**config.mk**
```make
export PLATFORM = sky130hd
export DESIGN_NAME = fdma_axi_wr
export DESIGN_NICKNAME = d
export VERILOG_FILES = /design/src/rtl/fdma_axi_wr.sv
export SDC_FILE = /design/constraint.sdc
export NUM_CORES = 1
export LEC_CHECK = 0
export BUFFER_PORTS_ARGS = -buffer_cell sky130_fd_sc_hd__buf_2
export CORE_AREA = 2 2 149 151
export CTS_BUF_LIST = sky130_fd_sc_hd__clkbuf_8
export DETAILED_ROUTE_END_ITERATION = 7
export DIE_AREA = 0 0 151 153
export PLACE_DENSITY_LB_ADDON = 0.1
export SETUP_SLACK_MARGIN = 0.3
export SLEW_MARGIN = 20
export SYNTH_ARGS = -nofsm -noshare
export SYNTH_HDL_FRONTEND = slang
export SYNTH_SLANG_ARGS = --single-unit
```
**constraint.sdc**
```tcl
create_clock -name ui_clk -period 5.75 [get_ports ui_clk]
set_input_delay 0.2875 -clock ui_clk [delete_from_list [all_inputs] [get_ports ui_clk]]
set_output_delay 0.2875 -clock ui_clk [all_outputs]
set_load 0.02 [all_outputs]
```
**src/rtl/fdma_axi_wr.sv**
```systemverilog
// fdma_axi_wr: write-side FDMA engine turning (address, beat count) requests into AXI4 INCR write bursts.
// Ports: ui_clk/ui_rstn (async active-low reset); fdma_* request/busy handshake and FWFT FIFO pop
// interface (fdma_wdata head, fdma_wready available, fdma_wvalid pop); wr_err sticky error on any
// failing BRESP; m_axi_aw*/w*/b* AXI4 write master with one burst outstanding at a time.
// Optional macro FDMA_W_4K_SPLIT_EN: also split bursts at 4 KB boundaries.
module fdma_axi_wr #(
  parameter int AXI_DATA_WIDTH = 128,
  parameter int AXI_ADDR_WIDTH = 32,
  parameter int MAX_BURST_LEN  = 256,
  parameter int AXI_ID         = 0
) (
  input  logic                        ui_clk,
  input  logic                        ui_rstn,
  input  logic [AXI_ADDR_WIDTH-1:0]   fdma_waddr,
  input  logic                        fdma_wareq,
  input  logic [15:0]                 fdma_wsize,
  output logic                        fdma_wbusy,
  input  logic [AXI_DATA_WIDTH-1:0]   fdma_wdata,
  output logic                        fdma_wvalid,
  input  logic                        fdma_wready,
  output logic                        wr_err,
  output logic [3:0]                  m_axi_awid,
  output logic [AXI_ADDR_WIDTH-1:0]   m_axi_awaddr,
  output logic [7:0]                  m_axi_awlen,
  output logic [2:0]                  m_axi_awsize,
  output logic [1:0]                  m_axi_awburst,
  output logic                        m_axi_awvalid,
  input  logic                        m_axi_awready,
  output logic [AXI_DATA_WIDTH-1:0]   m_axi_wdata,
  output logic [AXI_DATA_WIDTH/8-1:0] m_axi_wstrb,
  output logic                        m_axi_wlast,
  output logic                        m_axi_wvalid,
  input  logic                        m_axi_wready,
  input  logic [1:0]                  m_axi_bresp,
  input  logic                        m_axi_bvalid,
  output logic                        m_axi_bready
);
  localparam int BPB = AXI_DATA_WIDTH / 8;
  localparam int LSB = $clog2(BPB);
  localparam logic [AXI_ADDR_WIDTH-1:0] ALIGN_MASK = ~AXI_ADDR_WIDTH'(BPB - 1);
  typedef enum logic [2:0] {S_IDLE, S_CALC, S_AW, S_W, S_B} state_t;
  state_t state, state_nxt;
  logic [AXI_ADDR_WIDTH-1:0] addr;
  logic [15:0] remaining;
  logic [8:0] len, len_nxt, beat_cnt;
  logic last_beat;
`ifdef FDMA_W_4K_SPLIT_EN
  logic [12:0] beats_to_4k;
`endif
  assign m_axi_awid    = 4'(AXI_ID);
  assign m_axi_awsize  = 3'(LSB);
  assign m_axi_awburst = 2'b01;
  assign m_axi_wstrb   = '1;
  assign m_axi_wdata   = fdma_wdata;
  // Burst length: remaining beats capped by MAX_BURST_LEN (and by the 4 KB page when enabled).
  // When remaining is below the cap it fits in 9 bits, so the narrow slice is exact.
  always_comb begin
    len_nxt = (remaining >= 16'(MAX_BURST_LEN)) ? 9'(MAX_BURST_LEN) : remaining[8:0];
`ifdef FDMA_W_4K_SPLIT_EN
    beats_to_4k = 13'((13'h1000 - {1'b0, addr[11:0]}) >> LSB);
    len_nxt = ({4'd0, len_nxt} > beats_to_4k) ? beats_to_4k[8:0] : len_nxt;
`endif
  end
  always_ff @(posedge ui_clk or negedge ui_rstn) begin
    if (!ui_rstn) state <= S_IDLE;
    else          state <= state_nxt;
  end
  always_comb begin
    state_nxt = state;
    case (state)
      S_IDLE:  if (fdma_wareq) state_nxt = S_CALC;
      S_CALC:  state_nxt = (remaining == '0) ? S_IDLE : S_AW;
      S_AW:    if (m_axi_awready) state_nxt = S_W;
      S_W:     if (last_beat) state_nxt = S_B;
      S_B:     if (m_axi_bvalid) state_nxt = (remaining == {7'd0, len}) ? S_IDLE : S_CALC;
      default: state_nxt = S_IDLE;
    endcase
  end
  // W valid is the registered W state gated live by FIFO availability; a pop is an accepted beat.
  always_comb begin
    fdma_wbusy    = state != S_IDLE;
    m_axi_awvalid = state == S_AW;
    m_axi_wvalid  = (state == S_W) & fdma_wready;
    fdma_wvalid   = m_axi_wvalid & m_axi_wready;
    m_axi_wlast   = (state == S_W) & (beat_cnt == len - 9'd1);
    last_beat     = fdma_wvalid & m_axi_wlast;
    m_axi_bready  = state == S_B;
  end
  always_ff @(posedge ui_clk or negedge ui_rstn) begin
    if (!ui_rstn) begin
      addr         <= '0;
      remaining    <= '0;
      len          <= '0;
      beat_cnt     <= '0;
      m_axi_awaddr <= '0;
      m_axi_awlen  <= '0;
      wr_err       <= 1'b0;
    end else begin
      if (state == S_IDLE && fdma_wareq) begin
        addr      <= fdma_waddr & ALIGN_MASK;
        remaining <= fdma_wsize;
      end
      if (state == S_CALC && remaining != '0) begin
        len          <= len_nxt;
        beat_cnt     <= '0;
        m_axi_awaddr <= addr;
        m_axi_awlen  <= 8'(len_nxt - 9'd1);
      end
      if (fdma_wvalid) beat_cnt <= beat_cnt + 9'd1;
      // SLVERR/DECERR both have bit 1 set, i.e. bresp >= 2'b10.
      if (m_axi_bready && m_axi_bvalid) begin
        addr      <= addr + (AXI_ADDR_WIDTH'(len) << LSB);
        remaining <= remaining - {7'd0, len};
        wr_err    <= wr_err | (m_axi_bresp >= 2'b10);
      end
    end
  end
endmodule

```
After elaboration in Yosys (flattened, before gate mapping)
Index checks and enable logic that the tools add are counted.
{ "classes": {"add_sub_neg": 5, "magnitude_cmp": 2, "eq_ne": 10, "n_mux": 14, "bitwise": 5, "reduce_logical": 10} }
{ "ops": {"columns": ["op", "count"], "rows": [
  ["32-bit 2-to-1 mux", 2],
  ["32-bit by 13-bit adder with 32-bit output", 1],
  ["16-bit 2-to-1 mux", 2],
  ["9-bit 2-to-1 mux", 3],
  ["16-bit by 9-bit == test with 1-bit output", 1],
  ["16-bit by 9-bit >= comparator with 1-bit output, second input constant", 1],
  ["16-bit zero test", 1],
  ["16-bit nonzero test", 1],
  ["16-bit by 9-bit subtractor with 16-bit output", 1],
  ["3-bit one-hot mux with 5 select lines", 1],
  ["3-bit 2-to-1 mux", 4],
  ["9-bit by 1-bit adder with 9-bit output, second input constant", 1],
  ["9-bit == test", 1],
  ["9-bit by 1-bit subtractor with 9-bit output, second input constant", 1],
  ["8-bit by 1-bit subtractor with 8-bit output, second input constant", 1],
  ["3-bit by 2-bit == test with 1-bit output, second input constant", 2],
  ["2-bit inequality test, second input constant", 3],
  ["1-bit bitwise AND", 4],
  ["4-bit AND reduction", 1],
  ["2-bit nonzero test", 2],
  ["3-bit by 1-bit == test with 1-bit output, second input constant", 1],
  ["3-bit == test, second input constant", 1],
  ["1-bit logical AND", 3],
  ["3-bit zero test", 1],
  ["other kinds (6)", 6]
]} }
{ "totals": {"ff_bits": 110, "input_bits": 185, "output_inout_bits": 200, "wordCells": 54} }

Depth between registers and ports, before layout
Gate-level depths: netlist of run 1.
{ "logic_depth": {"ltp_word": 6, "ltp_mapped": 10, "mapped_depth_nobuf": 10} }

Least setup slack after synthesis of run 1
No wires, ideal clock.
{ "synth_timing": {"path_type": "reg-to-reg", "from": "register len[1]", "to": "register state[2]", "setup_ns": 0.118, "arrival_ns": 2.273, "t_required_ns": 5.632, "setup_slack_ns": 3.359, "stages_incl_launch_ff": 10, "path_buffers": 0, "synth_period_minus_slack_ns": 2.391, "cell_sequence": "dfrtp_1 > inv_1 > ha_1 > nor4b_4 > mux2_1 > a22oi_1 > a21oi_1 > o2111a_2 > and2_4 > a21o_1"} }
{ "synth_between": {"elab_chain_cells": 6} }
{ "synth_lines": {"columns": ["element", "line", "source"], "rows": [
  ["start: declaration", "45", "logic [8:0] len, len_nxt, beat_cnt;"],
  ["start signal: assignment", "104", "len <= len_nxt;"],
  ["9-bit by 1-bit subtractor with 9-bit output", "85", "m_axi_wlast = (state == S_W) & (beat_cnt == len - 9'd1);"],
  ["9-bit == test", "85", null],
  ["1-bit bitwise AND", "85", null],
  ["via m_axi_wlast", "31", "output logic m_axi_wlast,"],
  ["1-bit bitwise AND", "86", "last_beat = fdma_wvalid & m_axi_wlast;"],
  ["2-bit inequality test (no source line)", null, null],
  ["4-bit AND reduction (no source line)", null, null],
  ["end signal: assignment", "66", "else state <= state_nxt;"],
  ["end: declaration", "42", "state_t state, state_nxt;"]
]} }
The timed path passes the listed nets, and every way through them passes these cells.
A chain may end at the register's enable or synchronous reset.

Worst setup path after layout of run 1
{ "layout_timing": {"from": "register len[1]", "to": "output port m_axi_wlast"} }
{ "layout_between": {"elab_chain_cells": 3} }
{ "layout_lines": {"columns": ["element", "line"], "rows": [
  ["9-bit by 1-bit subtractor with 9-bit output", "85"],
  ["9-bit == test", "85"],
  ["1-bit bitwise AND", "85"],
  ["end: declaration", "31"]
]} }
No other way between the ends.

==> reports/results.txt, run 1 <==
run status - complete, no violations
Synth async-reset ratio - 100%
leading cell type in the layout, fill and taps excluded - sky130_fd_sc_hd__nand2_1
post-synth design cell area - 0.00709 mm^2
setup repair after global routing missed its margin - false
depth of the most critical reg-to-reg path - 6
TritonCTS clock tree - done
final cell area excluding filler cells - 0.00698 mm^2
I/O pin count - 385
nature of the critical path endpoint - output port
initial core utilization - 33.0%
critical path launch point type - flip-flop
P per Cell Area - 190 mW/mm^2
WP data required - 5.46 ns
Detail Placement HPWL - 15.3 mm
total DRC errors in the routed layout - 0
via total after detailed routing - 5494
largest area contributor in the synthesized netlist - sky130_fd_sc_hd__dfrtp_1
cell-by-cell listing of the critical path - inv_1 > ha_1 > nor4b_4 > mux2_1 > a22oi_1 > a21oi_1 > o2111a_2 > buf_2
largest fanout of any net on the critical path - 5
top-area cell type share of the netlist area - 36.0%
overall die height - 153 um
aggregate global-route resource usage - 18.0%
Floorplan Core Area - 0.0215 mm^2
Crit path arrival time - 2.76 ns
global-route wire length before repair - 31.6 mm
yosys synthesis warning count - 0
number of pins with negative max-slew slack in the final report - 0
routed length per placed instance - 19.3 um
slew margin rel. - 45.2%
reported leakage power - 3.46 nW
launch point of the worst path - len[1]
slowest cell delay on critical path - 0.47 ns
# Max-Cap Violations - 0
number of synthesized flops with an enable pin - 0
Setup-failing EPs final - 0
launch point of the worst reg-to-reg path - remaining[9]
CTS sink cnt - 102
Synth Area per Inst - 8.53 um^2
Layout fillers - 2299
worst reg2reg endpoint - len[4]
area of the die - 0.0231 mm^2
Die Width - 151 um
Critical-path top delay cell - sky130_fd_sc_hd__dfrtp_1
residual antenna-violating net count after detailed routing - 0
distinct cell type count of the synthesized netlist - 70
vias in the first global route - 5404
total clock buffers created by CTS - 9
Tcrit/Tclk final - 53.1%
buffer and inverter count on the worst path - 2
number of hold buffers added after CTS - 1
worst supply voltage drop on vdd - 0.0000955 V
area used by sequential logic in the layout - 0.00255 mm^2
1st-pass router iterations - 4
leftover overflow at the end of global routing - 0
count of final hold-check violations - 0
iteration-0 DRC count of the detailed router - 273
placer's final routability congestion estimate - 0.816
clock transition at the register clock pins on the worst setup and hold paths after CTS - 0.12 ns
number of standard-cell rows in the floorplan - 54
critical path endpoint - m_axi_wlast
highest-count cells in the layout ignoring fill and taps - sky130_fd_sc_hd__nand2_1, sky130_fd_sc_hd__dfrtp_1, sky130_fd_sc_hd__buf_2
Antenna diodes - 0
sequential element share of the synthesized area - 36.0%
worst setup slack before clock tree synthesis - 2.91 ns
proportion of layout cells with a drive suffix above 1 - 17.6%
cell count after synthesis - 831
post-synthesis sequential element count - 102
area taken by multi-input logic gates - 0.00325 mm^2
cell at the root of the clock tree - sky130_fd_sc_hd__clkbuf_8
number of resized instances in the post-cts repair step - 0
Max clock buf depth - 2
number of post-CTS setup repair buffers - 0
number of antenna violations at the first check in global routing - 0
sum of negative setup slack - 0 ns
Top Family by Delay on Critical Path - compound AO/OA/AOI/OAI gates
transition time at the pin with the least slew margin - 0.823 ns
Hold Crit Start - m_axi_bresp[1]
critical path class - flip-flop to output port
NumNets Final - 993
number of port buffers - 94
number of gates on the worst path with buffers counted - 8
maximum number of pins on one net before global-route repair - 62
wire length after detailed routing - 20.7 mm
setup slack on the worst flop-to-flop path - 2.95 ns
path type of the worst min-delay path - primary input to flip-flop
Placed Area - 0.00676 mm^2
Fmax - 0.328 GHz
Layout Area Growth over Synthesis - -1.55%
Clock H-tree levels - 3
fin crit period - 3.05 ns
most used flip-flop cell after synthesis - sky130_fd_sc_hd__dfrtp_1
later-pin clock latency in the skew report - 0.41 ns
smallest setup slack after layout - 2.70 ns
Post-Route Skew - 0.0228 ns
dominant cells by area after synthesis - sky130_fd_sc_hd__dfrtp_1, sky130_fd_sc_hd__buf_4, sky130_fd_sc_hd__nand2_1
DR vias/cell - 5.13
## synthesized netlist by cell type, types with 3 or more instances
library cell	number
sky130_fd_sc_hd__nand2b_1	9
sky130_fd_sc_hd__a21o_1	10
sky130_fd_sc_hd__xor2_1	15
sky130_fd_sc_hd__nand4_1	9
sky130_fd_sc_hd__nor3_1	21
sky130_fd_sc_hd__o31ai_1	3
sky130_fd_sc_hd__ha_1	21
sky130_fd_sc_hd__a211oi_1	8
sky130_fd_sc_hd__o21ai_1	4
sky130_fd_sc_hd__o311ai_0	5
sky130_fd_sc_hd__or4_1	4
sky130_fd_sc_hd__or3_1	3
sky130_fd_sc_hd__xnor2_1	14
sky130_fd_sc_hd__nor2_1	49
sky130_fd_sc_hd__buf_4	157
sky130_fd_sc_hd__and4_1	4
sky130_fd_sc_hd__nand3_1	23
sky130_fd_sc_hd__o22ai_1	15
sky130_fd_sc_hd__o21ai_0	45
sky130_fd_sc_hd__a311oi_1	3
sky130_fd_sc_hd__inv_1	20
sky130_fd_sc_hd__dfrtp_1	102
sky130_fd_sc_hd__nor2b_1	6
sky130_fd_sc_hd__a21oi_1	25
sky130_fd_sc_hd__nand2_1	135
sky130_fd_sc_hd__and3_1	9
sky130_fd_sc_hd__o21a_1	5
sky130_fd_sc_hd__a31oi_1	12
sky130_fd_sc_hd__and2_1	6
sky130_fd_sc_hd__o211ai_1	4
sky130_fd_sc_hd__buf_2	10
sky130_fd_sc_hd__clkbuf_1	16
sky130_fd_sc_hd__a22oi_1	10
## cells by family (layout without fill, tap and decap cells)
logic type | count (synthesis) | in the layout | share of synthesized area, %
buffers and inverters | 207 | 139 | 19.6
AND/OR/NAND/NOR | 291 | 291 | 19.4
flip-flops | 102 | 102 | 36.0
adder cells (fa/ha/maj) | 23 | 23 | 4.27
XOR/XNOR | 29 | 29 | 3.58
other | 2 | 29 | 0.106
multiplexers | 5 | 5 | 0.759
AO/OA/AOI/OAI | 172 | 172 | 16.3
## per-stage QoR
| stage | utilization [%] | hold slack (ns) | instances | power (mW) |
|---|---|---|---|---|
| final | 32.5 | 0.0712 | 1070 | 1.32 |
| after global routing | 32.5 | 0.0466 | 1070 | 1.39 |
| after CTS | 32.5 | 0.0436 | 1070 | 1.35 |
| after detailed placement | 31.5 | 0.327 | 1053 | 0.833 |
| after global placement | 31.5 | 0.324 | 1053 | 0.832 |
| after floorplan | - | -0.00809 | 858 | 0.932 |
## registers in the layout, indices dropped and copies added (netlist names)
| register | flops |
|---|---|
| addr | 28 |
| beat_cnt | 9 |
| len | 9 |
| m_axi_awaddr | 28 |
| m_axi_awlen | 8 |
| remaining | 16 |
| state | 3 |
| wr_err | 1 |
## report_power, final
part	internal, mW	switching [mW]
logic	0.0256	0.0559
clock network	0.209	0.295
registers	0.724	0.0129
## worst reg2reg max path: stages, from the launching register on
cell,delay (ns)
sky130_fd_sc_hd__dfrtp_1,0.45
sky130_fd_sc_hd__or3_1,0.46
sky130_fd_sc_hd__nor3_4,0.59
sky130_fd_sc_hd__nand2_1,0.11
sky130_fd_sc_hd__nand2_1,0.40
sky130_fd_sc_hd__buf_4,0.47
sky130_fd_sc_hd__o21ai_0,0.18
## area by class of cell
type / instances / share of cell area (%)
clock inverter: 7 / 1.17
clock buffer: 9 / 1.78
multi-input combinational: 549 / 46.6
tap: 280 / 5.02
sequential: 102 / 36.6
timing repair buffer: 102 / 7.68
inverter: 21 / 1.13
## layer usage
layer | global-route usage, % | vias up | part of all wire [%]
met5 | 0 | - | 0
met4 | 6.28 | 0 | 2.6
met3 | 5.61 | 56 | 8.0
met2 | 28.3 | 201 | 47
met1 | 23.4 | 2636 | 43
li1 | - | 2601 | -
## how the worst min path moves through the flow
stage / end / slack (ns) / cells past startpoint
2_1_floorplan: addr[10] / -0.008 / 0
3_3_place_gp: beat_cnt[4] / 0.32 / 1
3_5_place_dp: beat_cnt[4] / 0.33 / 1
4_1_cts: wr_err / 0.04 / 2
5_1_grt: wr_err / 0.05 / 2
6_report: wr_err / 0.07 / 2
Note: power is estimated with default switching activity, not from simulation.
==> run 2, diff against run 1 <==
==> constraint.sdc (replaced) <==
create_clock -name ui_clk -period 3 [get_ports ui_clk]
set_input_delay 0.15 -clock ui_clk [delete_from_list [all_inputs] [get_ports ui_clk]]
set_output_delay 0.15 -clock ui_clk [all_outputs]
set_load 0.02 [all_outputs]
==> reports/results.txt, run 2 (synthesis gave the netlist of run 1 again) <==
total design power - 2.55 mW
total DRC errors in the routed layout - 0
Layout Area Growth over Synthesis - 2.28%
number of antenna violations at the first check in global routing - 0
Layout fillers - 2269
area of the die - 0.0231 mm^2
leading cell type in the layout, fill and taps excluded - sky130_fd_sc_hd__nand2_1
hold slack final - 0.0256 ns
CTS sink cnt - 102
nature of the critical path endpoint - output port
wire length after detailed routing - 21.1 mm
cell at the root of the clock tree - sky130_fd_sc_hd__clkbuf_8
later-pin clock latency in the skew report - 0.40 ns
via total after detailed routing - 5564
1st-pass router iterations - 7
Detail Placement HPWL - 15.8 mm
maximum number of pins on one net before global-route repair - 58
DR vias/cell - 5.08
vias in the first global route - 5531
Fmax - 0.389 GHz
run status - complete, no violations
NumNets Final - 1018
Tcrit/Tclk final - 85.6%
count of final hold-check violations - 0
proportion of layout cells with a drive suffix above 1 - 19.5%
worst setup slack before clock tree synthesis - 0.329 ns
Antenna diodes - 0
initial core utilization - 33.0%
aggregate global-route resource usage - 18.3%
Floorplan Core Area - 0.0215 mm^2
total clock buffers created by CTS - 9
critical path class - flip-flop to output port
global-route wire length before repair - 32.2 mm
Post-Route Skew - 0.0115 ns
highest-count cells in the layout ignoring fill and taps - sky130_fd_sc_hd__nand2_1, sky130_fd_sc_hd__dfrtp_1, sky130_fd_sc_hd__buf_2
overall die height - 153 um
I/O pin count - 385
fin crit period - 2.57 ns
Cell Count, Final, Fillers Out - 1095
Crit path arrival time - 2.42 ns
final cell area excluding filler cells - 0.00725 mm^2
critical path launch point type - flip-flop
Max clock buf depth - 2
sum of negative setup slack - 0 ns
worst supply voltage drop on vdd - 0.000169 V
transition time at the pin with the least slew margin - 0.807 ns
number of pins with negative max-slew slack in the final report - 0
Placed Area - 0.00684 mm^2
TritonCTS clock tree - done
slowest cell delay on critical path - 0.46 ns
number of port buffers - 94
routed length per placed instance - 19.2 um
Setup-failing EPs final - 0
iteration-0 DRC count of the detailed router - 311
largest fanout of any net on the critical path - 5
number of cells on the worst hold path - 3
path type of the worst min-delay path - primary input to flip-flop
cell-by-cell listing of the critical path - inv_4 > ha_4 > nor4b_4 > mux2_1 > a22oi_2 > a21oi_1 > o2111a_2 > buf_2
final cell utilization of the core - 33.7%
setup repair after global routing missed its margin - true
smallest setup slack after layout - 0.431 ns
depth of the most critical reg-to-reg path - 10
slew margin rel. - 46.2%
biggest registers after layout - addr x28, m_axi_awaddr x28, remaining x16
# Max-Cap Violations - 0
reported leakage power - 3.58 nW
Die Width - 151 um
leftover overflow at the end of global routing - 0
placer's final routability congestion estimate - 0.847
Clock H-tree levels - 3
WP data required - 2.85 ns
number of standard-cell rows in the floorplan - 54
number of cells after detailed placement - 1061
clock transition at the register clock pins on the worst setup and hold paths after CTS - 0.11 ns
Critical-path top delay cell - sky130_fd_sc_hd__dfrtp_2
residual antenna-violating net count after detailed routing - 0
P per Cell Area - 352 mW/mm^2
[run 2: worst max-delay path, delay by kind of cell (launching register included)]
family	cells	cell delay (ns)
muxes	1	0.36
and+or+nand+nor	1	0.24
adders and majority gates	1	0.16
AOI/OAI and AO/OA	3	0.55
buffers and inverters	2	0.26
DFF	1	0.46
[run 2: area by class of cell]
| type | count | area [um^2] | share of cell area (%) |
|---|---|---|---|
| Clock inverter | 6 | 67.6 | 0.932 |
| Inverter | 21 | 81.3 | 1.12 |
| Tap cell | 280 | 350 | 4.83 |
| Multi-Input combinational cell | 549 | 3270 | 45.2 |
| Sequential cell | 102 | 2550 | 35.3 |
| Clock buffer | 10 | 138 | 1.90 |
| Timing Repair Buffer | 127 | 781 | 10.8 |
[run 2: where the power goes]
| part | internal, mW | total (mW) | switching (mW) | leakage (nW) |
|---|---|---|---|---|
| Clock | 0.414 | 0.968 | 0.554 | 0.0993 |
| Sequential | 1.39 | 1.41 | 0.0250 | 1.39 |
| Combinational | 0.0627 | 0.172 | 0.109 | 2.10 |
| Total | 1.86 | 2.55 | 0.689 | 3.58 |
[run 2: worst paths after layout]
path,startpoint,end,slack [ns]
max,len[1],m_axi_wlast,0.43
min in group asynchronous,ui_rstn,beat_cnt[0],0.38
min,fdma_wsize[5],remaining[5],0.03
max reg2reg,remaining[0],remaining[14],0.46
max in group asynchronous,ui_rstn,m_axi_awaddr[13],1.89
min reg2reg,addr[30],addr[30],0.46
[run 2: metal layers]
layer	track usage, %	vias to the layer above	part of all wire, %
met3	4.93	59	6.8
met5	0	-	0
met4	6.94	0	2.6
li1	-	2644	-
met2	29.7	206	48
met1	23.3	2655	43
[run 2: timing repair]
item                                   4_1_cts  5_1_grt
hold buffers                                14        0
gates resized for setup                      5        5
pin swaps                                    0        1
setup endpoints to repair                    1        6
setup buffers                                1        3
endpoints found under the hold margin       68        0
